--- config.mk ---
export PLATFORM = sky130hd
export DESIGN_NAME = countdown_timer
export DESIGN_NICKNAME = d
export VERILOG_FILES = /design/src/rtl/countdown_timer_pkg.sv /design/src/rtl/countdown_timer.sv
export SDC_FILE = /design/constraint.sdc
export NUM_CORES = 1
export LEC_CHECK = 0
export CAP_MARGIN = 5
export CORE_UTILIZATION = 40
export DETAILED_ROUTE_END_ITERATION = 8
export PLACE_DENSITY_LB_ADDON = 0.3
export SLEW_MARGIN = 30
export SYNTH_ARGS = -nofsm -noshare
export SYNTH_HDL_FRONTEND = slang
export SYNTH_SLANG_ARGS = --single-unit
export TNS_END_PERCENT = 100
--- constraint.sdc ---
create_clock -name clk -period 4.5 [get_ports clk]
set_clock_uncertainty 0.05 [all_clocks]
set_input_delay 0.675 -clock clk [delete_from_list [all_inputs] [get_ports clk]]
set_output_delay 0.675 -clock clk [all_outputs]
set_load 0.1 [all_outputs]
--- src/rtl/countdown_timer_pkg.sv ---
// Shared types and constants for the countdown timer.
//   state_t       : controller state (IDLE, RUN, DONE)
//   DEFAULT_WIDTH : default bit width of the load value and count
package countdown_timer_pkg;

    localparam int unsigned DEFAULT_WIDTH = 4;

    typedef enum logic [1:0] {
        IDLE = 2'd0,
        RUN  = 2'd1,
        DONE = 2'd2
    } state_t;

endpackage

--- src/rtl/countdown_timer.sv ---
// Loadable down-counter with pause/resume, optional auto-reload and a
// one-cycle expiry pulse.
//   clk         : clock, all state updates on the rising edge
//   rst         : synchronous active-high reset
//   load        : capture val into count and the reload register, go IDLE
//   val         : load value
//   start       : begin or resume counting
//   stop        : pause counting (wins over start)
//   auto_reload : on expiry reload from the reload register instead of halting
//   count       : current count (registered)
//   expired     : registered one-cycle pulse on terminal count
//   busy        : high while counting (registered copy of state == RUN)
module countdown_timer
    import countdown_timer_pkg::*;
#(
    parameter int unsigned WIDTH = DEFAULT_WIDTH
) (
    input  logic             clk,
    input  logic             rst,
    input  logic             load,
    input  logic [WIDTH-1:0] val,
    input  logic             start,
    input  logic             stop,
    input  logic             auto_reload,
    output logic [WIDTH-1:0] count,
    output logic             expired,
    output logic             busy
);

    state_t           state;
    logic [WIDTH-1:0] reload_q;

    // Controller: priority rst > load > stop > start; busy tracks every state write.
    always_ff @(posedge clk) begin
        if (rst) begin
            state    <= IDLE;
            count    <= '0;
            reload_q <= '0;
            expired  <= 1'b0;
            busy     <= 1'b0;
        end else begin
            expired <= 1'b0;
            if (load) begin
                // A load also swallows a terminal count in the same cycle.
                count    <= val;
                reload_q <= val;
                state    <= IDLE;
                busy     <= 1'b0;
            end else if (stop) begin
                // Pausing holds the count; stop outside RUN changes nothing.
                if (state == RUN) begin
                    state <= IDLE;
                    busy  <= 1'b0;
                end
            end else begin
                case (state)
                    IDLE, DONE: begin
                        if (start) begin
                            if (count != '0) begin
                                state <= RUN;
                                busy  <= 1'b1;
                            end else if (reload_q != '0) begin
                                count <= reload_q;
                                state <= RUN;
                                busy  <= 1'b1;
                            end
                        end
                    end
                    RUN: begin
                        if (count > WIDTH'(1)) begin
                            count <= count - WIDTH'(1);
                        end else if (count == WIDTH'(1)) begin
                            // Terminal count: zero is skipped when reloading.
                            expired <= 1'b1;
                            if (auto_reload) begin
                                count <= reload_q;
                            end else begin
                                count <= '0;
                                state <= DONE;
                                busy  <= 1'b0;
                            end
                        end else begin
                            // Unreachable with a consistent reload register; never wrap.
                            state <= DONE;
                            busy  <= 1'b0;
                        end
                    end
                    default: begin
                        state <= IDLE;
                        busy  <= 1'b0;
                    end
                endcase
            end
        end
    end

    // Invariants for the formal flow; also checked in simulation.
    a_count_le_reload : assert property (@(posedge clk) disable iff (rst)
        (state == RUN) |-> (count <= reload_q));

    a_expired_origin : assert property (@(posedge clk) disable iff (rst)
        expired |-> (($past(state) == RUN) && ($past(count) == WIDTH'(1))));

    a_busy_is_run : assert property (@(posedge clk) disable iff (rst)
        busy == (state == RUN));

endmodule

==> impl_metrics.json <==
{
  "yosysWarnings": 0,
  "die_area_mm2": 0.00176,
  "min_path_type": "reg2reg",
  "drt_iter0_drc": 10,
  "layout_commonest_cell": "clkdlybuf4s50_1",
  "setup_tns_ns": 0,
  "startpoint_type": "register",
  "r2r-start": "count[0]",
  "num_rows": 14,
  "layout_min_cycle_time_ns": 2.61,
  "htreeDepth": 1,
  "path_depth": 1,
  "coreArea_mm2": 0.00151,
  "yosysUniqueCellTypes": 31,
  "status": "completed",
  "drt_wl_total_mm": 1.41,
  "worst-r2r-setup-slack_ns": 2.58,
  "fmax_mhz": 383,
  "overflow": 0,
  "num_vias": 602,
  "required_ns": 3.77,
  "end_kind": "output pin",
  "min-delay-start": "reload_q[2]",
  "tritoncts": "done",
  "synth.area.top_cells": "dfxtp_1 (34%), nor2_1 (5.3%), nand2_1 (4.1%), a311oi_1 (4.1%), a21oi_1 (3.9%)",
  "synth_async_sr_flop_share_pct": 0,
  "synth_flop_cell": "dfxtp_1",
  "cp_slowest_cell": "clkdlybuf4s50_1",
  "synth_area_per_cell_um2": 8.20,
  "ctsHoldBuffers": 0,
  "ys_ff_latch": 11,
  "cp_top_family": "buffers and inverters",
  "cts_sinks": 11,
  "yosysSeqAreaShare_pct": 34.4,
  "ios": 16,
  "crit_type": "reg2out",
  "drive_above_1_share_pct": 8.42,
  "nets": 108,
  "start_util_pct": 42.4,
  "worstSetupEndpoint": "count[2]",
  "insertion_delay_ns": 0.27,
  "syn_inst": 78,
  "path_buf_inv": 1,
  "diodes": 0,
  "grt_max_degree": 14,
  "die_x_um": 42.0,
  "cp_max_fo": 7,
  "reg2reg_depth": 7,
  "crit_start": "count[2]",
  "place_congestion": 0.781,
  "drtPass1Iterations": 4,
  "cts_root_buffer": "clkbuf_4",
  "clkTransAtPathRegs_ns": 0.07,
  "syn-num-nets": 90,
  "grt_antenna_before_repair": 0,
  "setup_violations": 0,
  "hold_viol": 0,
  "rsz0062_at_grt": "no",
  "die_h_um": 42.0,
  "crit_path_cell_trace": "clkdlybuf4s50_1",
  "cts_buffer_depth": 2,
  "cap_viol_max_count": 0,
  "period_share_pct": 58.0,
  "syn2layout_area_growth_pct": 29.5,
  "ctsResizeCount": 0,
  "cp_slowest_stage_delay_ns": 1.17,
  "dpl.hpwl_mm": 1.03,
  "port_buffers": 15,
  "p_leak_nw": 0.313,
  "grt_pass1_vias": 569,
  "reg2reg_to": "count[2]",
  "route.detailed.wl_per_inst_um": 12.7,
  "antenna_left": 0,
  "routed_via_density": 5.42,
  "worstPathArrival_ns": 1.88,
  "layout_common_cells": "clkdlybuf4s50_1 (15), dfxtp_1 (11), nor2_1 (9)",
  "synth_edf_count": 0,
  "synth.largest_area_cell": "dfxtp_1",
  "max-vdd-ir-drop_v": 0.000152,
  "drv_slew": 0,
  "track_usage_pct": 18.1,
  "cts_setup_buffers": 0,
  "syn_area_um2": 639,
  "p_per_area_mw_per_mm2": 313,
  "grt_pass1_wl_mm": 2.40,
  "drc_errors": 0,
  "slew_headroom_pct": 35.5,
  "tightest_slew_ns": 0.965,
  "holdWs_ns": 0.436,
  "synth_top_area_share_pct": 34.4,
  "cts_buffers": 3
}
how the worst min path moves through the flow:
| stage | endpoint | cells after the start |
|---|---|---|
| 2_1_floorplan | reload_q[3] | 2 |
| 3_3_place_gp | reload_q[1] | 2 |
| 3_5_place_dp | reload_q[2] | 2 |
| 4_1_cts | reload_q[2] | 2 |
| 5_1_grt | reload_q[1] | 2 |
| 6_report | reload_q[2] | 2 |
synth_stat cells, types with 2 or more instances:
cell type  count
or2_2          2
nor3_1         5
or2b_1         3
o21ai_2        2
a21oi_1        5
a32oi_1        2
ha_1           2
a311oi_1       3
nand2_1        7
xnor2_1        2
inv_1          3
o21ai_0        2
o21bai_1       2
nand2b_1       2
mux2i_1        2
dfxtp_1       11
nor2_1         9
area by class of cell:
| type | count | area [um^2] |
|---|---|---|
| tap | 16 | 20.0 |
| timing repair buffer | 15 | 150 |
| fill | 148 | 678 |
| inverter | 3 | 11.3 |
| multi-input combinational | 62 | 400 |
| clock buffer | 4 | 26.3 |
| sequential | 11 | 220 |
report_power, final:
group | internal, mW | switching [mW] | total, mW
clock network | 0.0343 | 0.0340 | 0.0683
logic | 0.0317 | 0.0507 | 0.0824
registers | 0.103 | 0.00583 | 0.108
total | 0.169 | 0.0905 | 0.259
kinds of logic after synthesis:
| kind of cell | after synthesis | synth area share [%] |
|---|---|---|
| simple gates | 35 | 28.6 |
| mux | 2 | 3.13 |
| fa+ha+maj | 2 | 3.91 |
| flops | 11 | 34.4 |
| compound gates | 21 | 24.3 |
| buf+inv | 5 | 2.93 |
| xor+xnor | 2 | 2.74 |
metal layers:
| layer | routed length, um | track usage [%] | up-vias |
|---|---|---|---|
| li1 | - | - | 321 |
| met3 | 63 | 5.17 | 0 |
| met4 | 0 | 5.81 | 0 |
| met2 | 690 | 30.6 | 20 |
| met5 | 0 | 0 | - |
| met1 | 656 | 22.0 | 261 |
flip-flops by register name (all words and copies together) (netlist names):
signal    cells
state         1
count         4
reload_q      4
busy          1
expired       1
through the flow:
| stage | total power [mW] | utilization [%] | setup slack [ns] | area (um^2) | std cells |
|---|---|---|---|---|---|
| floorplan | 0.170 | - | 2.00 | 639 | 78 |
| global placement | 0.192 | 53.2 | 2.20 | 802 | 107 |
| detailed placement | 0.193 | 53.2 | 2.18 | 802 | 107 |
| CTS | 0.263 | 55.0 | 1.88 | 828 | 111 |
| global route | 0.274 | 55.0 | 1.82 | 828 | 111 |
| finish | 0.259 | 55.0 | 1.89 | 828 | 111 |
Power figures use the tool's default switching activity.
